File: src/rtl/alu_rr_arbiter_pkg.sv
// Shared definitions for the ALU request arbiter: command codes, flag qualification
// and the arbiter FSM state encoding.
package alu_pkg;

  localparam int ALU_CMD_W = 4;

  localparam logic [ALU_CMD_W-1:0] ALU_ADD = 4'd0;
  localparam logic [ALU_CMD_W-1:0] ALU_SUB = 4'd1;
  localparam logic [ALU_CMD_W-1:0] ALU_SHL = 4'd2;
  localparam logic [ALU_CMD_W-1:0] ALU_OR  = 4'd3;
  localparam logic [ALU_CMD_W-1:0] ALU_AND = 4'd4;
  localparam logic [ALU_CMD_W-1:0] ALU_XOR = 4'd5;
  localparam logic [ALU_CMD_W-1:0] ALU_ROR = 4'd6;
  localparam logic [ALU_CMD_W-1:0] ALU_EQ  = 4'd7;
  localparam logic [ALU_CMD_W-1:0] ALU_GT  = 4'd8;
  localparam logic [ALU_CMD_W-1:0] ALU_LT  = 4'd9;
  localparam logic [ALU_CMD_W-1:0] ALU_NOP = 4'hF;

  typedef enum logic [1:0] {
    ST_IDLE = 2'd0,
    ST_EXEC = 2'd1,
    ST_RESP = 2'd2
  } arb_state_e;

  // Only carry-out and compare results produce a meaningful flag; all other ops
  // leave whatever the ALU last drove, so it is forced to 0.
  function automatic logic flag_valid(input logic [ALU_CMD_W-1:0] cmd);
    return (cmd == ALU_ADD) || (cmd == ALU_EQ) || (cmd == ALU_GT) || (cmd == ALU_LT);
  endfunction

endpackage

File: src/rtl/alu_rr_arbiter_rr_picker.sv
// Combinational round-robin picker: first set request at or above ptr, wrapping.
// Returns the winner as one-hot and as an index; onehot is zero when nothing is requested.
module rr_picker #(
  parameter int NUM_REQ = 4,
  parameter int IDX_W   = 2
) (
  input  logic [NUM_REQ-1:0] req,
  input  logic [IDX_W-1:0]   ptr,
  output logic [NUM_REQ-1:0] onehot,
  output logic [IDX_W-1:0]   index
);

  logic found;

  always_comb begin
    found  = 1'b0;
    onehot = '0;
    index  = '0;
    for (int k = 0; k < NUM_REQ; k++) begin
      int j;
      j = int'(ptr) + k;
      if (j >= NUM_REQ) j = j - NUM_REQ;
      if (!found && req[j]) begin
        found     = 1'b1;
        onehot[j] = 1'b1;
        index     = IDX_W'(j);
      end
    end
  end

endmodule

File: src/rtl/alu_rr_arbiter.sv
// Round-robin front end for one shared combinational ALU: grants one requester,
// registers its operands, captures the ALU result one cycle later, holds it until taken.
module alu_rr_arbiter
  import alu_pkg::*;
#(
  parameter int BUS_WIDTH = 8,
  parameter int NUM_REQ   = 4,
  parameter int ID_W      = 2
) (
  input  logic                           clk,
  input  logic                           reset,
  input  logic [NUM_REQ-1:0]             req_valid,
  output logic [NUM_REQ-1:0]             req_ready,
  input  logic [NUM_REQ*BUS_WIDTH-1:0]   req_a,
  input  logic [NUM_REQ*BUS_WIDTH-1:0]   req_b,
  input  logic [NUM_REQ*ALU_CMD_W-1:0]   req_cmd,
  output logic [BUS_WIDTH-1:0]           alu_a,
  output logic [BUS_WIDTH-1:0]           alu_b,
  output logic [ALU_CMD_W-1:0]           alu_cmd,
  input  logic [BUS_WIDTH-1:0]           alu_out,
  input  logic                           alu_ovf,
  output logic                           resp_valid,
  input  logic                           resp_ready,
  output logic [ID_W-1:0]                resp_id,
  output logic [BUS_WIDTH-1:0]           resp_out,
  output logic                           resp_flag
);

  arb_state_e state, state_nxt;

  logic [ID_W-1:0]    rr_ptr;
  logic [ID_W-1:0]    win_idx;
  logic [ID_W-1:0]    ptr_nxt;
  logic [NUM_REQ-1:0] win_oh;
  logic               grant;

  logic [NUM_REQ-1:0][BUS_WIDTH-1:0] a_vec;
  logic [NUM_REQ-1:0][BUS_WIDTH-1:0] b_vec;
  logic [NUM_REQ-1:0][ALU_CMD_W-1:0] cmd_vec;

  assign a_vec   = req_a;
  assign b_vec   = req_b;
  assign cmd_vec = req_cmd;

  rr_picker #(
    .NUM_REQ (NUM_REQ),
    .IDX_W   (ID_W)
  ) u_pick (
    .req    (req_valid),
    .ptr    (rr_ptr),
    .onehot (win_oh),
    .index  (win_idx)
  );

  assign ptr_nxt = (win_idx == ID_W'(NUM_REQ - 1)) ? '0 : win_idx + ID_W'(1);

  always_ff @(posedge clk) begin
    if (reset) state <= ST_IDLE;
    else       state <= state_nxt;
  end

  // Grants only in IDLE, so a response handshake and a new grant never share a cycle.
  always_comb begin
    state_nxt = state;
    req_ready = '0;
    grant     = 1'b0;
    case (state)
      ST_IDLE: begin
        req_ready = win_oh;
        if (|win_oh) begin
          grant     = 1'b1;
          state_nxt = ST_EXEC;
        end
      end
      ST_EXEC: state_nxt = ST_RESP;
      ST_RESP: if (resp_ready) state_nxt = ST_IDLE;
      default: state_nxt = ST_IDLE;
    endcase
  end

  // Operand registers keep their last values between ops so the ALU inputs stay quiet.
  always_ff @(posedge clk) begin
    if (reset) begin
      rr_ptr     <= '0;
      alu_a      <= '0;
      alu_b      <= '0;
      alu_cmd    <= ALU_NOP;
      resp_id    <= '0;
      resp_out   <= '0;
      resp_flag  <= 1'b0;
      resp_valid <= 1'b0;
    end else begin
      if (grant) begin
        alu_a   <= a_vec[win_idx];
        alu_b   <= b_vec[win_idx];
        alu_cmd <= cmd_vec[win_idx];
        resp_id <= win_idx;
        rr_ptr  <= ptr_nxt;
      end
      if (state == ST_EXEC) begin
        resp_out   <= alu_out;
        resp_flag  <= flag_valid(alu_cmd) & alu_ovf;
        resp_valid <= 1'b1;
      end
      if (state == ST_RESP && resp_ready) resp_valid <= 1'b0;
    end
  end

endmodule
File: config.mk
export PLATFORM = sky130hd
export DESIGN_NAME = alu_rr_arbiter
export DESIGN_NICKNAME = d
export VERILOG_FILES = /design/src/rtl/alu_rr_arbiter_pkg.sv /design/src/rtl/alu_rr_arbiter_rr_picker.sv /design/src/rtl/alu_rr_arbiter.sv
export SDC_FILE = /design/constraint.sdc
export NUM_CORES = 1
export LEC_CHECK = 0
export ABC_AREA = 1
export CAP_MARGIN = 20
export CORE_AREA = 2 2 102 75
export CTS_CLUSTER_DIAMETER = 120
export CTS_CLUSTER_SIZE = 10
export DETAILED_ROUTE_END_ITERATION = 12
export DIE_AREA = 0 0 104 77
export GPL_ROUTABILITY_DRIVEN = 1
export GPL_TIMING_DRIVEN = 0
export PLACE_DENSITY = 0.83
export SYNTH_ARGS = -nofsm -noshare
export SYNTH_HDL_FRONTEND = slang
export SYNTH_SLANG_ARGS = --single-unit
File: constraint.sdc
create_clock -name clk -period 2.9 [get_ports clk]
set_clock_uncertainty 0.05 [all_clocks]
set_input_delay 0.29 -clock clk [delete_from_list [all_inputs] [get_ports clk]]
set_output_delay 0.29 -clock clk [all_outputs]
set_load 0.05 [all_outputs]
==> impl_metrics.py <==
metrics = {
    "run_status": {
        "status": "complete, no violations",
    },
    "global_routing": {
        "grt_pass1_vias": 3293,
        "grt_pass1_wl_mm": 15.4,
        "overflow": 0,
        "grt_max_degree": 13,
        "groute.usage.overall_pct": 23.1,
        "antenna_found_initial": 0,
    },
    "logic_synthesis": {
        "syn_avg_cell_area_um2": 5.69,
        "ys_seq_area_share_pct": 24.5,
        "yosysWarningCount": 0,
        "synth_nets": 620,
        "synth.area.top_cells": "dfxtp_1, nand2_1, inv_1",
        "synth_top_cell_by_area": "dfxtp_1",
        "synth-main-ff-cell": "dfxtp_1",
        "synth_top_area_share_pct": 24.5,
        "synth-edff-count": 0,
        "ys_types": 30,
        "synthCells": 517,
        "synthArstFlopShare_pct": 0,
        "synth_area_um2": 2940,
        "yosys_register_bits": 36,
    },
    "setup_path": {
        "cp-start-kind": "flop",
        "worst_ep_arrival_time_ns": 2.85,
        "cp-end-kind": "flop",
        "critPathKind": "reg2reg",
        "critical_path_peak_fanout": 10,
        "cp_slowest_stage_delay_ns": 0.43,
        "cp_top_family": "simple AND/OR/NAND/NOR gates",
        "crit_chain": "inv_1, ha_4, inv_1, nand3_1, nand2_2, nor2_8, nand2_2, nor2_2, inv_2, nand2_1, buf_2, ha_1, nand3b_1, nand2_1, nor2_1",
        "cp.required_ns": 3.02,
        "cp_slowest_cell": "dfxtp_2",
        "crit_buf_inv": 4,
    },
    "clock_network": {
        "cts_root_buf": "clkbuf_8",
        "cts_tree": "done",
        "numCtsBuffers": 5,
        "clkLatencyLatePin_ns": 0.28,
        "clk_pin_slew_ns": 0.07,
        "clock-sinks": 36,
        "postCtsHoldBufs": 0,
        "clock_path_buffers": 2,
        "h-tree-depth": 2,
        "post_cts_resized": 13,
        "post_cts_buffers": 0,
    },
    "routing": {
        "final_antenna_net_count": 0,
        "via_per_inst": 4.66,
        "post-route-drc-count": 0,
        "vias": 3510,
        "wl_per_cell_um": 12.1,
        "drt_pass1_iterations": 5,
        "drt_iter0_markers": 240,
        "drt-total-wl_mm": 9.12,
    },
    "power": {
        "clkPwrFrac_pct": 7.3,
        "power.density_nw_per_um2": 1310,
        "max-vdd-ir-drop_mv": 0.603,
        "leakage_nw": 2.38,
        "pwr-share-seq_pct": 13.6,
        "p_int_w": 0.00254,
        "p_sw_w": 0.00336,
        "swShare_pct": 57.0,
        "p_comb_share_pct": 79.1,
    },
    "floorplan": {
        "core_area_um2": 7030,
        "rows": 26,
        "die_w_um": 104,
        "io_pins": 132,
        "initial_core_util_pct": 41.9,
        "die_h_um": 77,
        "dieArea_um2": 8010,
    },
    "final_layout": {
        "fin_util_pct": 64.1,
        "n_antenna_cell": 0,
        "layout.nets": 758,
        "area_growth_pct": 53.1,
        "drive_above_1_share_pct": 8.23,
    },
    "timing": {
        "slew_violations": 0,
        "tightest_slew_ns": 0.653,
        "hold_violations": 0,
        "setup_violations": 0,
        "period_share_pct": 93.9,
        "fmax_mhz": 367,
        "slew_headroom_pct": 56.3,
        "fin_crit_ns": 2.72,
        "finalWorstSetupSlack_ns": 0.178,
    },
    "place": {
        "pre_cts_slack_ns": -0.163,
        "port_buffers": 131,
        "dp_hpwl_mm": 7.43,
        "place_congestion": 0.852,
    },
    "flow_run": {
        "max_cap_violations": 0,
    },
    "min_path": {
        "hold_path_class": "reg2reg",
    },
}
-- power groups by stage --
stage                     Sequential [W]  Combinational [W]  Clock, W
after global routing            0.000827            0.00516  0.000460
final                           0.000805            0.00467  0.000431
after CTS                       0.000803            0.00461  0.000437
after floorplan                  0.00131            0.00283         0
after global placement          0.000804            0.00451         0
after detailed placement        0.000812            0.00460         0
-- per-stage QoR --
stage	power (W)	instances	hold WS (ns)	setup TNS, ns	instance area (um^2)
CTS	0.00585	754	0.450	0	4500
floorplan	0.00414	517	0.309	0	2940
global route	0.00645	754	0.476	-0.00222	4510
detailed placement	0.00541	746	0.433	-0.625	4380
global placement	0.00531	746	0.413	-0.554	4380
finish	0.00591	754	0.447	0	4510
-- worst reg2reg max path: stages (launching register included) --
cell and delay, ns:
dfxtp_2 0.43, inv_1 0.20, ha_4 0.34, inv_1 0.07, nand3_1 0.10, nand2_2 0.11, nor2_8 0.17, nand2_2 0.11
nor2_2 0.13, inv_2 0.04, nand2_1 0.10, buf_2 0.23, ha_1 0.26, nand3b_1 0.16, nand2_1 0.08, nor2_1 0.04
-- final timing paths --
path | to | startpoint | cells after the start | slack (ns)
setup / recovery | rr_ptr[1]$_SDFFE_PP0P_ | rr_ptr[1]$_SDFFE_PP0P_ | 15 | 0.18
hold / removal | resp_flag$_SDFFE_PP0N_ | resp_flag$_SDFFE_PP0N_ | 2 | 0.45
setup reg to reg | rr_ptr[1]$_SDFFE_PP0P_ | rr_ptr[1]$_SDFFE_PP0P_ | 15 | 0.18
hold reg to reg | resp_flag$_SDFFE_PP0N_ | resp_flag$_SDFFE_PP0N_ | 2 | 0.45
-- cells in the final DEF, fill, tap and decap left out, types with 7 or more instances in the layout --
master           synthesis  routed
nand2_1                157     157
clkdlybuf4s50_1          0     127
inv_1                  104     104
nand3_1                 72      72
nor2_1                  59      59
dfxtp_1                 36      35
nand3b_1                10      10
o21ai_0                 10      10
buf_2                    9       9
nand2_2                  7       7
a21oi_1                  7       7
-- synth_stat cells, drive strengths merged (5+ instances only) --
cell    instances
nand3          73
ha              7
clkbuf          5
dfxtp          36
a21oi           9
buf            16
nor2           63
inv           109
nand3b         10
a21boi          5
nand2         169
o21ai          10
-- final cells by class --
type / instances / area (um^2)
clock buffer: 5 / 68.8
fill: 655 / 2520
multi-input combinational: 350 / 1690
inverter: 110 / 415
clock inverter: 3 / 42.5
tap: 98 / 123
timing repair buffer: 131 / 1320
buffer: 21 / 135
sequential: 36 / 722
-- metal layers --
metal / vias to the layer above / global-route usage, % / share of wire (%) / wire (um)
met2: 132 / 37.4 / 43 / 3950
met3: 17 / 4.17 / 7.2 / 659
met4: 0 / 5.27 / 1.4 / 127
met1: 1541 / 31.9 / 48 / 4380
li1: 1820 / - / - / -
met5: - / 0 / 0 / 0
-- registers in the layout, summed over array words and instances, names as in the netlist --
register / cells
rr_ptr: 2
resp_out: 8
state: 2
alu_b: 8
resp_valid: 1
resp_id: 2
alu_cmd: 4
resp_flag: 1
alu_a: 8
-- cells by family after synthesis --
group / Yosys count / synth area share (%)
flops: 36 / 24.5
simple gates: 316 / 48.3
compound gates: 27 / 5.53
fa+ha+maj: 7 / 2.97
buf+inv: 131 / 18.7
Note: power is estimated with default switching activity, not from simulation.
